$ cat src/rtl/imm_pkg.sv
// Shared immediate-format definitions for the RV32I immediate encoder and sign-extender.
// Holds the format enum, field bit positions and a signed-range helper.
package imm_pkg;

    typedef enum logic [1:0] {
        IMM_I = 2'b00,
        IMM_S = 2'b01,
        IMM_B = 2'b10,
        IMM_U = 2'b11
    } imm_src_t;

    // I-type: instr[31:20]
    localparam int I_MSB    = 31;
    localparam int I_LSB    = 20;
    // S-type: instr[31:25] / instr[11:7]
    localparam int S_HI_MSB = 31;
    localparam int S_HI_LSB = 25;
    localparam int S_LO_MSB = 11;
    localparam int S_LO_LSB = 7;
    // B-type: sign at 31, imm[11] at 7, imm[10:5] at 30:25, imm[4:1] at 11:8
    localparam int B_SIGN   = 31;
    localparam int B_BIT11  = 7;
    localparam int B_HI_MSB = 30;
    localparam int B_HI_LSB = 25;
    localparam int B_LO_MSB = 11;
    localparam int B_LO_LSB = 8;
    // U-type: instr[31:12]
    localparam int U_MSB    = 31;
    localparam int U_LSB    = 12;

    localparam int I_BITS   = 12;
    localparam int B_BITS   = 13;

    // True when v is a sign extension of its low nbits bits.
    function automatic logic fits_signed(input logic [31:0] v, input int unsigned nbits);
        logic [31:0] hi;
        hi = $unsigned($signed(v) >>> (nbits - 1));
        return (hi == '0) || (hi == '1);
    endfunction

endpackage

$ cat src/rtl/imm_pack.sv
// Combinational immediate packer: overwrites the immediate fields of an instruction template.
// U-type packing on format 11 is enabled by IMM_ENCODER_UTYPE_EN; otherwise format 11 is an error.
module imm_pack
    import imm_pkg::*;
#(
    parameter int DATA_WIDTH = 32
) (
    input  imm_src_t              imm_src,
    input  logic [DATA_WIDTH-1:0] imm,
    input  logic [DATA_WIDTH-1:0] instr,
    output logic [DATA_WIDTH-1:0] instr_out,
    output logic                  err
);

    always_comb begin
        instr_out = instr;
        err       = 1'b0;
        case (imm_src)
            IMM_I: begin
                instr_out[I_MSB:I_LSB] = imm[11:0];
                err = !fits_signed(imm, I_BITS);
            end
            IMM_S: begin
                instr_out[S_HI_MSB:S_HI_LSB] = imm[11:5];
                instr_out[S_LO_MSB:S_LO_LSB] = imm[4:0];
                err = !fits_signed(imm, I_BITS);
            end
            IMM_B: begin
                instr_out[B_SIGN]            = imm[12];
                instr_out[B_BIT11]           = imm[11];
                instr_out[B_HI_MSB:B_HI_LSB] = imm[10:5];
                instr_out[B_LO_MSB:B_LO_LSB] = imm[4:1];
                // branch offsets are halfword aligned, so bit 0 has no slot
                err = !fits_signed(imm, B_BITS) || imm[0];
            end
            IMM_U: begin
`ifdef IMM_ENCODER_UTYPE_EN
                instr_out[U_MSB:U_LSB] = imm[31:12];
                err = |imm[11:0];
`else
                err = 1'b1;
`endif
            end
            default: err = 1'b1;
        endcase
    end

endmodule

$ cat src/rtl/imm_encoder.sv
// Valid/ready immediate encoder with one output register stage and saturating error stats.
// Format 11 behaviour depends on IMM_ENCODER_UTYPE_EN (see imm_pack).
module imm_encoder
    import imm_pkg::*;
#(
    parameter int DATA_WIDTH    = 32,
    parameter int ERR_CNT_WIDTH = 8
) (
    input  logic                     clk,
    input  logic                     rst_n,
    input  logic                     in_valid,
    output logic                     in_ready,
    input  logic [1:0]               in_imm_src,
    input  logic [DATA_WIDTH-1:0]    in_imm,
    input  logic [DATA_WIDTH-1:0]    in_instr,
    output logic                     out_valid,
    input  logic                     out_ready,
    output logic [DATA_WIDTH-1:0]    out_instr,
    output logic                     out_err,
    output logic [ERR_CNT_WIDTH-1:0] err_count,
    output logic                     err_sticky
);

    logic                     out_valid_q,  out_valid_d;
    logic [DATA_WIDTH-1:0]    out_instr_q,  out_instr_d;
    logic                     out_err_q,    out_err_d;
    logic [ERR_CNT_WIDTH-1:0] err_count_q,  err_count_d;
    logic                     err_sticky_q, err_sticky_d;

    logic                  accept;
    logic [DATA_WIDTH-1:0] pack_instr;
    logic                  pack_err;

    imm_pack #(.DATA_WIDTH(DATA_WIDTH)) u_pack (
        .imm_src   (imm_src_t'(in_imm_src)),
        .imm       (in_imm),
        .instr     (in_instr),
        .instr_out (pack_instr),
        .err       (pack_err)
    );

    assign in_ready = !out_valid_q || out_ready;
    assign accept   = in_valid && in_ready;

    always_comb begin
        out_valid_d  = out_valid_q;
        out_instr_d  = out_instr_q;
        out_err_d    = out_err_q;
        err_count_d  = err_count_q;
        err_sticky_d = err_sticky_q;
        if (accept) begin
            out_valid_d = 1'b1;
            out_instr_d = pack_instr;
            out_err_d   = pack_err;
            if (pack_err) begin
                err_sticky_d = 1'b1;
                if (err_count_q != '1)
                    err_count_d = err_count_q + 1'b1;
            end
        end else if (out_ready) begin
            out_valid_d = 1'b0;
        end
    end

    always_ff @(posedge clk or negedge rst_n) begin
        if (!rst_n) begin
            out_valid_q  <= 1'b0;
            out_instr_q  <= '0;
            out_err_q    <= 1'b0;
            err_count_q  <= '0;
            err_sticky_q <= 1'b0;
        end else begin
            out_valid_q  <= out_valid_d;
            out_instr_q  <= out_instr_d;
            out_err_q    <= out_err_d;
            err_count_q  <= err_count_d;
            err_sticky_q <= err_sticky_d;
        end
    end

    assign out_valid  = out_valid_q;
    assign out_instr  = out_instr_q;
    assign out_err    = out_err_q;
    assign err_count  = err_count_q;
    assign err_sticky = err_sticky_q;

endmodule

$ cat config.mk
export PLATFORM = sky130hd
export DESIGN_NAME = imm_encoder
export DESIGN_NICKNAME = d
export VERILOG_FILES = /design/src/rtl/imm_pkg.sv /design/src/rtl/imm_pack.sv /design/src/rtl/imm_encoder.sv
export SDC_FILE = /design/constraint.sdc
export NUM_CORES = 1
export LEC_CHECK = 0
export ABC_AREA = 1
export ABC_CLOCK_PERIOD_IN_PS = 1100
export BUFFER_PORTS_ARGS = -buffer_cell sky130_fd_sc_hd__buf_2
export CAP_MARGIN = 20
export CELL_PAD_IN_SITES_DETAIL_PLACEMENT = 1
export CELL_PAD_IN_SITES_GLOBAL_PLACEMENT = 2
export CORE_MARGIN = 8
export CORE_UTILIZATION = 21
export DETAILED_ROUTE_END_ITERATION = 7
export PLACE_DENSITY = 0.82
export SYNTH_ARGS = -nofsm -noshare
export SYNTH_HDL_FRONTEND = slang
export SYNTH_HIERARCHICAL = 1
export SYNTH_SLANG_ARGS = --single-unit
$ cat constraint.sdc
create_clock -name clk -period 1.1 [get_ports clk]
set_input_delay 0.11 -clock clk [delete_from_list [all_inputs] [get_ports clk]]
set_output_delay 0.11 -clock clk [all_outputs]
set_load 0.1 [all_outputs]
# Word-level counts from Yosys, hierarchy flattened
# Index checks and enable logic that the tools add are counted.
# W data, S select, Z words.
# word_totals
register_bits	43
# classes
add_sub_neg	1
eq_ne	6
muxes	6
n_reduce_logical	15
# ops
op	count
$eq A32 B32 Y1 const B	2
$logic_not A32 Y1	2
$pmux W7 S2	1
$pmux W5 S2	1
$add A8 B1 Y8 const B	1
$ne A8 B8 Y1 const B	1
$mux W5	1
$eq A2 B2 Y1 const B	2
$logic_or A1 B1 Y1	4
$logic_not A1 Y1	3
$pmux W1 S3	1
$reduce_and A3 Y1	1
$eq A2 B1 Y1 const B	1
$logic_not A2 Y1	1
$mux W1	2
$reduce_and A2 Y1	1
$reduce_bool A2 Y1	1
$reduce_or A2 Y1	1
$logic_and A1 B1 Y1	1

# Logic depth before layout (Yosys ltp)
# Gate-level depths: netlist of run 1.
# depth
depth_word	6
mapped_depth	13

# Hierarchy
# The synthesis of run 1 kept the hierarchy.
# modules_own_cells
module	n_inst	cells_each	area_each_um2
imm_encoder	1	216	1790.5
imm_pack	1	123	603.1

# Worst setup path before layout of run 1
# OpenSTA, ideal clock, no wires.
# synth_timing
path_type	register to register
start	register out_valid_q (netlist: out_valid)
end	register err_count_q[4] (netlist: err_count[4])
setup_time_ns	0.120
arrival_time_ns	2.402
required_ns	0.980
path_slack_ns	-1.422
stages_incl_launch_ff	6
n_path_buf	0
synth_period_minus_slack_ns	2.522
path_cell_list	dfrtp_1 nand2_1 nand3_1 a21oi_2 nand2_1 nand2_1
# synth_between
elab_chain_cells	4
# synth_rtl
item	line	text
start, declared	imm_encoder.sv:24	logic out_valid_q, out_valid_d;
start signal, assigned	imm_encoder.sv:73	out_valid_q <= out_valid_d;
$logic_not A1 Y1	imm_encoder.sv:42	assign in_ready = !out_valid_q || out_ready;
$logic_or A1 B1 Y1	imm_encoder.sv:42	
net in_ready	imm_encoder.sv:12	output logic in_ready,
$logic_and A1 B1 Y1	imm_encoder.sv:43	assign accept = in_valid && in_ready;
$reduce_and A3 Y1 (no source line)	--	
end signal, assigned	imm_encoder.sv:76	err_count_q <= err_count_d;
end, declared	imm_encoder.sv:27	logic [ERR_CNT_WIDTH-1:0] err_count_q, err_count_d;
# The timed path passes the listed nets, and every way through them passes these cells.
# A chain may end at the register's enable or synchronous reset.

# Worst setup path in the final report of run 1
# layout_timing
start	register out_valid_q (netlist: out_valid)
end	register out_instr_q[2] (netlist: out_instr[2])
# layout_between
elab_chain_cells	3
# layout_rtl
item	line	text
$logic_not A1 Y1	imm_encoder.sv:42	
$logic_or A1 B1 Y1	imm_encoder.sv:42	
$logic_and A1 B1 Y1	imm_encoder.sv:43	
end signal, assigned	imm_encoder.sv:74	out_instr_q <= out_instr_d;
end, declared	imm_encoder.sv:25	logic [DATA_WIDTH-1:0] out_instr_q, out_instr_d;
# No other way between the ends.

==> impl_metrics.csv, run 1 <==
group,metric,value,unit
hold_path,holdPathEnd,"out_instr[5]",
floorplanning,rows,39,
clocking,clkTransAtPathRegs,0.06,ns
yosys,synth_warnings,6,
timing,drv_slew,0,
timing,final_hold_viol_count,0,
routing,wl_per_cell,14.73,um
power_and_ir_drop,intPower,4.608,mW
yosys,syn_inst,339,
power_and_ir_drop,powerDensity,1769,nW/um^2
worst_setup_path,worstRegToRegCells,7,
floorplanning,initial_utilization,21.23,%
global_routing,antenna_found_initial,0,
routing,antenna_left,0,
global_routing,grt_use_total,12.62,%
timing,fmaxAchievable,732.5,MHz
outcome,status,"finished with violations",
power_and_ir_drop,pwr-share-clk,16.9,%
yosys,avgSynthCellArea,7.061,um^2
clocking,cts.path.max_buffers,2,
floorplanning,core_region_area,11270,um^2
timing,slew_headroom,82.51,%
cells_and_area,num_antenna_cells,0,
routing,drc,0,
power_and_ir_drop,switchingPower,3.814,mW
routing,drt_iter0_markers,62,
yosys,synth_top_area_cell,"dfrtp_1",
flow_run,maxCapViolCount,0,
timing,finalClockSkew,0.003258,ns
worst_setup_path,end_kind,"flop",
yosys,yosys.area.top_type_share,44.96,%
yosys,syn_area,2394,um^2
outcome,violations,"setup timing",
cells_and_area,drive_gt1_share,51.33,%
worst_setup_path,cp.arrival,1.53,ns
worst_setup_path,worstPathRequired,1.26,ns
power_and_ir_drop,p_leak,2.431,nW
worst_setup_path,critPathKind,"flop to flop",
clocking,clk_latency,0.28,ns
routing,totalWireLength,9308,um
cells_and_area,utilization,42.25,%
cells_and_area,nets,563,
clocking,tritoncts,"built",
timing,holdWs,0.03443,ns
worst_setup_path,crit_path_start_kind,"flop",
global_routing,grt_overflow,0,
placed_design,dp_cells,608,
global_routing,grt_max_degree,44,
power_and_ir_drop,p_comb_share,56.3,%
power_and_ir_drop,finalPower,8.422,mW
global_routing,grt_pass1_vias,3016,
cells_and_area,fin_cells,632,
placed_design,dp_hpwl,7134,um
clocking,htree_levels,2,
timing,worstMarginPinSlew,0.2623,ns
routing,drt_pre_antenna_iters,4,
floorplanning,io_pins,114,
power_and_ir_drop,ir_drop,902.8,uV
timing,min_period,1.365,ns
routing,dr_total_vias,2657,
routing,vias_per_cell,4.204,
timing,finalWorstSetupSlack,-0.2652,ns
hold_path,min_path_cells,3,
power_and_ir_drop,seq_power_share,26.9,%
timing,setup_viol,49,
clocking,numClockSinks,43,
cells_and_area,area_growth,98.95,%
placed_design,finalWeightedCongestion,0.7721,
hold_path,min_from,"in_instr[5]",
timing,rsz0062_at_grt,"true",
yosys,synth.yosys.seq_area_share,44.96,%
floorplanning,fp.dieH,122.8,um
worst_setup_path,reg2reg_to,"out_instr[2]",
yosys,synthesis.nets,414,
yosys,ys_types,20,
worst_setup_path,r2r_slack,-0.27,ns
worst_setup_path,cp_max_fo,8,
timing,fin_crit_sh,124.1,%
global_routing,grt_pass1_wl,15040,um
hold_path,hold_path_class,"primary input to flop",
worst_setup_path,worstReg2RegStart,"out_valid",
floorplanning,chipWidth,122.8,um
yosys,synth.area.top_cells,"dfrtp_1 45%, nand2_1 28%, buf_4 4.7%",
yosys,ys_seq_elements,43,
clocking,clockRootBuffer,"clkbuf_16",
clocking,cts_inserted_buffers,5,
cells_and_area,fill_cells,1318,
placed_design,pre_cts_slack,-0.4606,ns
placed_design,port_buffers,113,
floorplanning,dieArea,15070,um^2
power_and_ir_drop,switching_share,45.29,%
[what timing repair did]
item	CTS	global route
setup endpoints to repair	51	52
hold buffers	1	0
cloned	5	0
pin swaps	10	10
setup buffers	10	0
gates resized for setup	56	52
hold endpoints to repair	43	0
[worst max-delay path, cell delays in order (launching register included)]
cell and delay, ns:
dfrtp_4 0.50, a21oi_4 0.18, buf_12 0.14, buf_12 0.12
inv_16 0.05, buf_12 0.15, nand2_4 0.05, nand2_2 0.06
[Yosys cell counts]
| master | n |
|---|---|
| nand3_2 | 1 |
| o21ai_0 | 6 |
| a31oi_1 | 1 |
| buf_2 | 8 |
| nand2_1 | 178 |
| nand3_1 | 18 |
| ha_1 | 5 |
| nor2_1 | 28 |
| nand2_2 | 1 |
| a21oi_4 | 1 |
| dfrtp_1 | 43 |
| nand4_1 | 4 |
| buf_4 | 15 |
| a21oi_1 | 2 |
| and2_1 | 1 |
| inv_2 | 3 |
| a21oi_2 | 1 |
| inv_1 | 17 |
| nor2_2 | 3 |
| xor2_1 | 3 |
[cells in the final DEF (no fill, tap or decap), drive strengths merged]
| cell type | instances |
|---|---|
| a21oi | 4 |
| a31oi | 1 |
| and2 | 1 |
| buf | 164 |
| clkbuf | 7 |
| clkinv | 1 |
| dfrtp | 43 |
| dlygate4sd3 | 1 |
| ha | 5 |
| inv | 20 |
| nand2 | 179 |
| nand3 | 19 |
| nand4 | 4 |
| nor2 | 31 |
| o21ai | 6 |
| xor2 | 3 |
[power groups by stage]
stage,logic (mW),registers (mW),clock network (mW)
global placement,4.24,2.20,0
finish,4.74,2.26,1.42
detailed placement,4.30,2.22,0
floorplan,0.621,3.99,0
global route,4.94,2.30,1.53
CTS,4.66,2.23,1.47
[worst max path at each step]
stage	from	end	slack [ns]
after floorplan	err_count[1]	err_count[2]	-0.30
after global placement	in_imm_src[0]	err_count[2]	-0.36
after detailed placement	in_imm_src[0]	err_count[5]	-0.46
after CTS	out_valid	in_ready	-0.25
after global routing	out_valid	out_instr[18]	-0.29
final	out_valid	out_instr[2]	-0.27
[through the flow]
| stage | cell area, um^2 | setup TNS (ns) |
|---|---|---|
| after floorplan | 2492 | -10.05 |
| after global placement | 4031 | -7.835 |
| after detailed placement | 4031 | -9.562 |
| after CTS | 4589 | -8.014 |
| after global routing | 4762 | -11.79 |
| final | 4762 | -10.15 |
[sequential cells by signal (all words and copies together) (netlist names)]
| name | flops |
|---|---|
| out_err | 1 |
| out_valid | 1 |
| err_count | 8 |
| out_instr | 32 |
| err_sticky | 1 |
[final cells by class]
class / instances / area [um^2] / area share [%]
Clock buffer: 7 / 132.6 / 2.785
Clock inverter: 1 / 5.005 / 0.1051
Inverter: 20 / 93.84 / 1.971
Multi-Input combinational cell: 253 / 1396 / 29.32
Sequential cell: 43 / 1100 / 23.09
Tap cell: 143 / 178.9 / 3.757
Timing Repair Buffer: 165 / 1856 / 38.96
[cells by family (layout without fill, tap and decap cells)]
group                      count (synthesis)  after routing  synth area share (%)
adders and majority gates                  5              5                 2.614
DFF                                       43             43                 44.96
AOI/OAI and AO/OA                         11             11                 2.980
and+or+nand+nor                          234            234                 38.84
buffers and inverters                     43            193                 9.514
xor gates and xnor gates                   3              3                 1.098
[layer usage]
| layer | wire (um) | GRT usage, % | up-vias |
|---|---|---|---|
| li1 | - | - | 1325 |
| met1 | 3628 | 14.01 | 1248 |
| met2 | 5051 | 23.82 | 76 |
| met3 | 510 | 2.438 | 8 |
| met4 | 119 | 3.503 | 0 |
| met5 | 0 | 0 | - |
Note: power is estimated with default switching activity, not from simulation.
==> run 2, diff against run 1 <==
--- a/config.mk
+++ b/config.mk
@@ -15,6 +15,7 @@
 export CORE_UTILIZATION = 21
 export DETAILED_ROUTE_END_ITERATION = 7
 export PLACE_DENSITY = 0.82
+export SETUP_SLACK_MARGIN = 0.3
 export SYNTH_ARGS = -nofsm -noshare
 export SYNTH_HDL_FRONTEND = slang
 export SYNTH_HIERARCHICAL = 1
==> run 2 against run 1 <==
Clock skew barely moved. Cell area rose by 8.6%. Combinational power rose by 5.5%. Hold slack got worse by 0.0069 ns. Power rose by 3.3%. The run still ends with setup timing left. Via count rose by 6.1%. Largest cell class unchanged. Non-clock buffer count rose by 32.
==> impl_metrics.csv, run 2 (same netlist as run 1, synthesis figures left out) <==
group,metric,value,unit
floorplanning,dieArea,15070,um^2
timing,final_hold_viol_count,0,
outcome,status,"finished with violations",
cells_and_area,mostFrequentLayoutCell,"nand2_1",
cells_and_area,fill_cells,1313,
routing,drt_pre_antenna_iters,4,
timing,min_period,1.360,ns
clocking,cts_inserted_buffers,5,
global_routing,antenna_found_initial,2,
routing,drt_iter0_markers,60,
power_and_ir_drop,powerDensity,1683,nW/um^2
routing,vias_per_cell,4.239,
placed_design,dp_hpwl,7177,um
timing,fmaxAchievable,735.0,MHz
timing,worstMarginPinSlew,0.3653,ns
timing,holdWs,0.02749,ns
clocking,cts.path.max_buffers,2,
flow_run,maxCapViolCount,0,
routing,wl_per_cell,14.77,um
placed_design,port_buffers,113,
floorplanning,chipWidth,122.8,um
global_routing,grt_max_degree,44,
timing,drv_slew,0,
cells_and_area,area_growth,116.0,%
routing,drc,0,
clocking,clk_latency,0.28,ns
routing,totalWireLength,9821,um
hold_path,hold_path_class,"primary input to flop",
global_routing,grt_use_total,13.07,%
global_routing,grt_overflow,0,
clocking,clockRootBuffer,"clkbuf_16",
global_routing,grt_pass1_vias,3164,
timing,fin_crit_sh,123.7,%
global_routing,grt_pass1_wl,15580,um
floorplanning,rows,39,
clocking,clkTransAtPathRegs,0.06,ns
timing,finalClockSkew,0.003616,ns
timing,slew_headroom,75.39,%
clocking,htree_levels,2,
floorplanning,io_pins,114,
cells_and_area,nets,595,
clocking,tritoncts,"built",
worst_setup_path,cp.arrival,1.25,ns
floorplanning,core_region_area,11270,um^2
routing,dr_total_vias,2819,
routing,antenna_left,0,
worst_setup_path,cp_max_fo,2,
power_and_ir_drop,p_leak,2.611,nW
timing,finalWorstSetupSlack,-0.2605,ns
clocking,numClockSinks,43,
power_and_ir_drop,ir_drop,825.3,uV
power_and_ir_drop,finalPower,8.699,mW
cells_and_area,drive_gt1_share,62.38,%
placed_design,finalWeightedCongestion,0.7973,
worst_setup_path,critPathKind,"flop to primary output",
worst_setup_path,end_kind,"primary output",
cells_and_area,final_cell_mix,"112 x nand2_1, 69 x buf_2, 55 x buf_12",
timing,rsz0062_at_grt,"true",
cells_and_area,largest_register_ffs,32,
worst_setup_path,worstPathRequired,0.99,ns
worst_setup_path,crit_path_start_kind,"flop",
outcome,violations,"setup timing",
floorplanning,fp.dieH,122.8,um
floorplanning,initial_utilization,21.23,%
timing,setup_viol,51,
[run 2: cell types whose count changed in the layout (fill, tap and decap cells not counted), moves of 4 or more]
cell and change:
nand2_1 -10, buf_12 +4, buf_6 +5, dfrtp_2 +33, nand2_2 +11, dfrtp_1 -34, buf_4 +20
[run 2: repair_timing]
item	in CTS	in global routing
endpoints found under the setup margin	87	87
hold endpoints to repair	43	0
pin swaps	26	17
resized for setup	76	45
buffers inserted	34	8
hold buffers	1	0
gates cloned	7	0
[run 2: metrics by stage]
| step | cells | TNS, ns | setup WS [ns] | cell area, um^2 | utilization, % |
|---|---|---|---|---|---|
| after floorplan | 339 | -9.703 | -0.2933 | 2537 | - |
| after global placement | 606 | -6.677 | -0.3941 | 4061 | 36.03 |
| after detailed placement | 606 | -8.645 | -0.4943 | 4061 | 36.03 |
| after CTS | 656 | -9.350 | -0.2504 | 4951 | 43.92 |
| after global routing | 665 | -11.97 | -0.3011 | 5170 | 45.87 |
| final | 665 | -9.970 | -0.2605 | 5170 | 45.87 |
[run 2: cell type report]
type / instances / area (um^2) / share of cell area [%]
flip-flops and latches: 43 / 1145 / 22.14
repair buffers: 197 / 2212 / 42.79
clock buffers: 7 / 132.6 / 2.565
inverters: 20 / 82.58 / 1.597
clock inverters: 1 / 5.005 / 0.09681
diodes: 1 / 2.502 / 0.04840
multi-input cells: 253 / 1411 / 27.30
well taps: 143 / 178.9 / 3.461
[run 2: worst max-delay path, stage by stage, from the launching register on]
cell,delay (ns)
dfrtp_4,0.50
buf_6,0.14
nand2_8,0.06
buf_6,0.11
buf_12,0.16
[run 2: worst paths after layout]
| kind | start | endpoint | slack (ns) | depth (start not counted) |
|---|---|---|---|---|
| max | out_valid | in_ready | -0.26 | 4 |
| min | in_instr[19] | out_instr[19] | 0.03 | 3 |
| max reg2reg | out_valid | out_instr[4] | -0.24 | 7 |
| min reg2reg | err_sticky | err_sticky | 0.51 | 2 |
| max in group asynchronous | rst_n | err_count[0] | 0.52 | 3 |
| min in group asynchronous | rst_n | out_instr[6] | 0.34 | 3 |
[run 2: per-layer routing]
metal | up-vias | track usage [%] | part of all wire (%)
met2 | 86 | 22.56 | 51
met4 | 2 | 4.570 | 2.0
met5 | - | 0 | 0.10
li1 | 1389 | - | -
met3 | 15 | 3.312 | 6.5
met1 | 1327 | 15.39 | 40
[run 2: where the power goes]
group	total [mW]	internal (mW)	leakage, nW	switching (mW)
Clock	1.45	0.840	0.0679	0.605
Sequential	2.25	1.92	0.482	0.330
Combinational	5.00	2.07	2.06	2.93
